==> src/rtl/writeback_stage_pkg.sv <==
// rtl/writeback_stage_pkg.sv - shared pipeline constants for the writeback stage
//
// Holds the writeback result-select encoding shared with the decode stage,
// default data/register widths and the halt FSM state type.
package writeback_stage_pkg;

  localparam int WB_DW    = 16;
  localparam int WB_RW    = 4;
  localparam int WB_CNT_W = 16;

  localparam logic [1:0] WB_SEL_ALU   = 2'b00;
  localparam logic [1:0] WB_SEL_LOAD  = 2'b01;
  localparam logic [1:0] WB_SEL_PC2   = 2'b10;
  localparam logic [1:0] WB_SEL_MERGE = 2'b11;

  typedef enum logic {
    ST_RUN    = 1'b0,
    ST_HALTED = 1'b1
  } wb_state_e;

endpackage

==> src/rtl/wb_result_mux.sv <==
// rtl/wb_result_mux.sv - writeback result select and LLB/LHB byte merge
//
// Ports:
//   wb_sel  in  2   result source (ALU, load, PC+2, byte merge)
//   alu     in  W   ALU result
//   ldata   in  W   load data
//   pc2     in  W   link value
//   imm8    in  8   LLB/LHB immediate
//   hi      in  1   1 = replace upper byte (LHB), 0 = lower byte (LLB)
//   old     in  W   current destination value for the merge
//   result  out W   selected writeback value
module wb_result_mux
  import writeback_stage_pkg::*;
#(
  parameter int W = WB_DW
) (
  input  logic [1:0]   wb_sel,
  input  logic [W-1:0] alu,
  input  logic [W-1:0] ldata,
  input  logic [W-1:0] pc2,
  input  logic [7:0]   imm8,
  input  logic         hi,
  input  logic [W-1:0] old,
  output logic [W-1:0] result
);

  logic [W-1:0] merged;

  always_comb begin
    merged = hi ? {imm8, old[W-9:0]} : {old[W-1:8], imm8};
  end

  always_comb begin
    result = alu;
    case (wb_sel)
      WB_SEL_ALU:   result = alu;
      WB_SEL_LOAD:  result = ldata;
      WB_SEL_PC2:   result = pc2;
      WB_SEL_MERGE: result = merged;
      default:      result = alu;
    endcase
  end

endmodule

==> src/rtl/writeback_stage.sv <==
// rtl/writeback_stage.sv - MEM/WB register, regfile write driver, halt FSM and retire counter
//
// Ports:
//   clk, rst                     clock, asynchronous active-high reset
//   mem_valid/we/dst/wb_sel      retiring instruction control from MEM
//   mem_alu/ldata/pc2/imm8/hi/old result sources and byte-merge operands
//   mem_halt                     instruction is HLT
//   wb_stall, wb_flush           hold the entry / replace it with a bubble
//   WriteReg, DstReg, DstData    register file write port
//   wb_halted                    core halted until reset
//   retired                      retired valid instruction count (wrapping)
module writeback_stage
  import writeback_stage_pkg::*;
#(
  parameter int DW    = WB_DW,
  parameter int RW    = WB_RW,
  parameter int CNT_W = WB_CNT_W
) (
  input  logic             clk,
  input  logic             rst,
  input  logic             mem_valid,
  input  logic             mem_we,
  input  logic [RW-1:0]    mem_dst,
  input  logic [1:0]       mem_wb_sel,
  input  logic [DW-1:0]    mem_alu,
  input  logic [DW-1:0]    mem_ldata,
  input  logic [DW-1:0]    mem_pc2,
  input  logic [7:0]       mem_imm8,
  input  logic             mem_hi,
  input  logic [DW-1:0]    mem_old,
  input  logic             mem_halt,
  input  logic             wb_stall,
  input  logic             wb_flush,
  output logic             WriteReg,
  output logic [RW-1:0]    DstReg,
  output logic [DW-1:0]    DstData,
  output logic             wb_halted,
  output logic [CNT_W-1:0] retired
);

  logic [DW-1:0] sel_result;

  wb_result_mux #(.W(DW)) u_result_mux (
    .wb_sel (mem_wb_sel),
    .alu    (mem_alu),
    .ldata  (mem_ldata),
    .pc2    (mem_pc2),
    .imm8   (mem_imm8),
    .hi     (mem_hi),
    .old    (mem_old),
    .result (sel_result)
  );

  logic             valid_q, valid_d;
  logic             fresh_q, fresh_d;
  logic             we_q, we_d;
  logic             halt_q, halt_d;
  logic [RW-1:0]    dst_q, dst_d;
  logic [DW-1:0]    data_q, data_d;
  logic [CNT_W-1:0] retired_q, retired_d;
  wb_state_e        state_q, state_d;

  // An entry acts exactly once: in the first cycle it is presented, and only
  // while the core is still running.
  logic present;

  always_comb begin
    present   = valid_q & fresh_q & (state_q == ST_RUN);

    valid_d   = valid_q;
    fresh_d   = fresh_q;
    we_d      = we_q;
    halt_d    = halt_q;
    dst_d     = dst_q;
    data_d    = data_q;
    retired_d = present ? retired_q + CNT_W'(1) : retired_q;
    state_d   = (present && halt_q) ? ST_HALTED : state_q;

    if (wb_flush) begin
      // Fields are kept so DstReg/DstData still show the last entry.
      valid_d = 1'b0;
      fresh_d = 1'b0;
    end else if (!wb_stall) begin
      valid_d = mem_valid;
      fresh_d = mem_valid;
      we_d    = mem_we;
      halt_d  = mem_halt;
      dst_d   = mem_dst;
      data_d  = sel_result;
    end else begin
      fresh_d = 1'b0;
    end
  end

  always_ff @(posedge clk or posedge rst) begin
    if (rst) begin
      valid_q   <= 1'b0;
      fresh_q   <= 1'b0;
      we_q      <= 1'b0;
      halt_q    <= 1'b0;
      dst_q     <= '0;
      data_q    <= '0;
      retired_q <= '0;
      state_q   <= ST_RUN;
    end else begin
      valid_q   <= valid_d;
      fresh_q   <= fresh_d;
      we_q      <= we_d;
      halt_q    <= halt_d;
      dst_q     <= dst_d;
      data_q    <= data_d;
      retired_q <= retired_d;
      state_q   <= state_d;
    end
  end

  // HLT itself never writes, even if its we bit is set.
  assign WriteReg  = present & we_q & ~halt_q;
  assign DstReg    = dst_q;
  assign DstData   = data_q;
  assign wb_halted = (state_q == ST_HALTED);
  assign retired   = retired_q;

endmodule

==> config.mk <==
export PLATFORM = sky130hd
export DESIGN_NAME = writeback_stage
export DESIGN_NICKNAME = d
export VERILOG_FILES = /design/src/rtl/writeback_stage_pkg.sv /design/src/rtl/wb_result_mux.sv /design/src/rtl/writeback_stage.sv
export SDC_FILE = /design/constraint.sdc
export NUM_CORES = 1
export LEC_CHECK = 0
export CAP_MARGIN = 5
export CORE_ASPECT_RATIO = 0.5
export CORE_MARGIN = 2
export CORE_UTILIZATION = 35
export DETAILED_ROUTE_END_ITERATION = 10
export GPL_TIMING_DRIVEN = 0
export HOLD_SLACK_MARGIN = 0.12
export PLACE_DENSITY = 0.74
export SLEW_MARGIN = 20
export SYNTH_ARGS = -nofsm -noshare
export SYNTH_HDL_FRONTEND = slang
export SYNTH_SLANG_ARGS = --single-unit
==> constraint.sdc <==
create_clock -name clk -period 1.59 [get_ports clk]
set_clock_uncertainty 0.05 [all_clocks]
set_input_delay 0.159 -clock clk [delete_from_list [all_inputs] [get_ports clk]]
set_output_delay 0.159 -clock clk [all_outputs]
set_load 0.01 [all_outputs]
==> impl_metrics.yaml <==
floorplanning:
  die_footprint_um2: 7120
  die_height_um: 60.7
  horiz_die_dim_um: 117
  ios: 124
  placeableCoreArea_um2: 6130
  start_util_pct: 36.7
  placement_rows: 20
setup_path:
  timing.critical_path.slowest_stage_cell: "clkdlybuf4s50_1"
  critPathMaxFanout: 3
  critPathTopFamily: "buffers and inverters"
  startpoint_type: "flop"
  cp.required_ns: 1.38
  timing.critical_path.buf_inv: 2
  criticalPathCategory: "flop to primary output"
  critPathCaptureType: "primary output"
  worstPathCellList: "buf_4 > clkdlybuf4s50_1"
  largest_stage_delay_on_the_critical_path_ns: 0.52
  worstPathArrival_ns: 1.34
cts:
  cts_buffers: 5
  cts_max_path_buffers: 2
  root_buffer: "clkbuf_16"
  worst_setup_hold_path_clk_slew_ns: 0.06
  insertion_delay_ns: 0.28
  cts_tree: "done"
  cts_num_sinks: 41
  cts_max_level: 2
timing:
  slew_viol_final: 0
  fmax_ghz: 0.645
  hold_violations: 0
  finalSetupViolations: 0
  period_share_pct: 97.5
  worst_slew_pin_slew_ns: 0.423
  fin_crit_ns: 1.55
  max_slew_margin_pct: 71.7
  fin_hold_ws_ns: 0.140
synthesis:
  synth.cell_area_um2: 2250
  main_combinational_cell_family_by_area_after_synthesis: "multiplexers"
  total_nets_after_synthesis: 243
  synth_top_cell_by_area: "dfrtp_1"
  synthMuxAreaShare_pct: 37.2
  post-synth-top-count-cell: "dfrtp_1"
  synth_fa_ha_area_share_pct: 0.556
  yosysTopAreaCellShare_pct: 45.6
  synth.yosys.warnings: 0
  postSynthRegisterBits: 41
  seq_area_frac_synth_pct: 45.6
  synth.cells.most_frequent: "41 x dfrtp_1, 28 x mux2_2, 16 x mux4_2, 10 x mux2_4, 9 x xnor2_1"
  synth_enable_flop_cells: 0
  yosys-top-cells-area: "dfrtp_1 46%, mux4_2 16%, mux2_2 14%"
  postSynth.asyncResetShare_pct: 100
  syn_inst: 156
  synthesis.area_per_instance_um2: 14.4
  synth_compound_area_share_pct: 0.389
  synth_simple_gate_area_share_pct: 7.45
  yosys_most_used_dff: "dfrtp_1"
  synth_xor_xnor_area_share_pct: 5.84
  synthDistinctLibCells: 27
pwr:
  power.share.switching_pct: 24.8
  pwr-share-comb_pct: 30.1
  power_leakage_nw: 1.65
  clock_power_share_pct: 31.1
  p_total_mw: 3.31
  power.ir.vdd_worst_v: 0.000419
  seqPwrFrac_pct: 38.8
  power.internal_mw: 2.49
  switching_power_mw: 0.820
  cellPowerDensity_nw_per_um2: 854
route:
  number_of_vias_per_cell: 4.73
  drc: 0
  drtIter0Drc: 83
  postRouteAntennaNets: 0
  drt-total-wl_mm: 6.14
  first_pass_iters: 4
  post_drt_wl_per_cell_um: 16.1
  vias: 1808
finish:
  fin_cells: 382
  post-route-util_pct: 63.2
  antenna_cells: 0
  final_instance_area_um2: 3880
  filler_cell_count: 461
  area.growth.synth_to_final_pct: 72.3
  layout-drive-gt1-share_pct: 30.3
  final_nets: 380
global_route:
  antenna_found_initial: 0
  grt_pass1_wl_mm: 9.26
  grt_pass1_vias: 1885
  largest_net_degree_at_the_start_of_global_routing: 26
  track_usage_pct: 17.1
  overflow: 0
placed_design:
  routabilityCongestion: 0.752
  placed_cells_incl_taps: 365
  dpl.hpwl_mm: 4.88
  port-buffer-count: 120
  dpl_cell_area_um2: 3590
run_status:
  status: "finished, final reports clean"
hold_path:
  hold_path_class: "input port to asynchronous set/reset pin"
job:
  max_cap_viol_count: 0
==> kinds of logic (layout without fill, tap and decap cells) <==
logic type      after synthesis  in the layout
flops                        41             41
compound gates                1              1
buf+inv                      11            149
xor+xnor                     15             15
simple gates                 32             32
mux                          55             55
fa+ha+maj                     1              1
==> layer usage <==
metal	routed length [µm]	vias to the layer above	track usage, %
met1	2420	896	20.0
li1	-	854	-
met5	0	-	0
met4	78	0	5.34
met3	217	10	3.29
met2	3420	48	33.5
==> state kept, by name, indices dropped and copies added (netlist names) <==
register   cells
wb_halted      1
halt_q         1
we_q           1
DstData       16
DstReg         4
valid_q        1
retired       16
fresh_q        1
==> metrics by stage <==
| step | setup slack, ns | TNS, ns |
|---|---|---|
| floorplan | -0.0398 | -0.125 |
| global placement | -0.411 | -25.64 |
| detailed placement | -0.419 | -9.28 |
| CTS | -0.0273 | -0.0273 |
| global route | -0.0110 | -0.0222 |
| finish | 0.0392 | 0 |
==> timing repair <==
item / in CTS / in global routing
cloned: 0 / 0
setup endpoints to repair: 27 / 19
gates resized for setup: 10 / 11
hold buffers: 0 / 0
pin swaps: 2 / 4
hold endpoints to repair: 0 / 0
buffers inserted: 2 / 7
==> power groups by stage <==
stage / Sequential, mW / Combinational (mW) / Clock, mW
global placement: 1.29 / 0.912 / 0
CTS: 1.28 / 0.940 / 1.06
finish: 1.28 / 0.996 / 1.03
floorplan: 1.34 / 0.325 / 0
global route: 1.30 / 1.06 / 1.09
detailed placement: 1.30 / 0.933 / 0
==> path summary, 6_finish.rpt <==
path / from / endpoint / slack [ns] / depth (start not counted)
setup / recovery: retired[1]$_DFFE_PP0N_ / retired[1] / 0.04 / 2
max in group asynchronous: rst / retired[0]$_DFFE_PP0N_ / 0.88 / 3
hold reg to reg: retired[15]$_DFFE_PP0N_ / retired[15]$_DFFE_PP0N_ / 0.43 / 1
hold / removal: rst / DstReg[1]$_DFFE_PP0P_ / 0.14 / 2
min in group clk: wb_flush / valid_q$_DFFE_PP0P_ / 0.41 / 2
setup reg to reg: retired[0]$_DFFE_PP0N_ / retired[12]$_DFFE_PP0N_ / 0.07 / 5
==> cells in the final DEF, fill, tap and decap left out, types with 2 or more instances in the layout <==
cell type,count
and3_1,2
buf_4,9
buf_6,2
clkbuf_16,5
clkbuf_2,4
clkdlybuf4s50_1,118
dfrtp_1,40
inv_1,2
mux2_2,28
mux2_4,10
mux4_2,16
nand2_1,7
nand3_1,6
nand4_1,4
nor2_1,3
nor4_4,2
xnor2_1,9
xor2_1,6
==> area by class of cell <==
class / count / area (µm²) / share of cell area (%)
repair buffers: 130 / 1300 / 33.5
multi-input cells: 104 / 1210 / 31.3
flip-flops and latches: 41 / 1030 / 26.5
clock buffers: 6 / 139 / 3.58
well taps: 88 / 110 / 2.84
plain buffers: 8 / 62.6 / 1.61
clock inverters: 2 / 13.8 / 0.355
inverters: 3 / 11.3 / 0.291
Note: power is estimated with default switching activity, not from simulation.
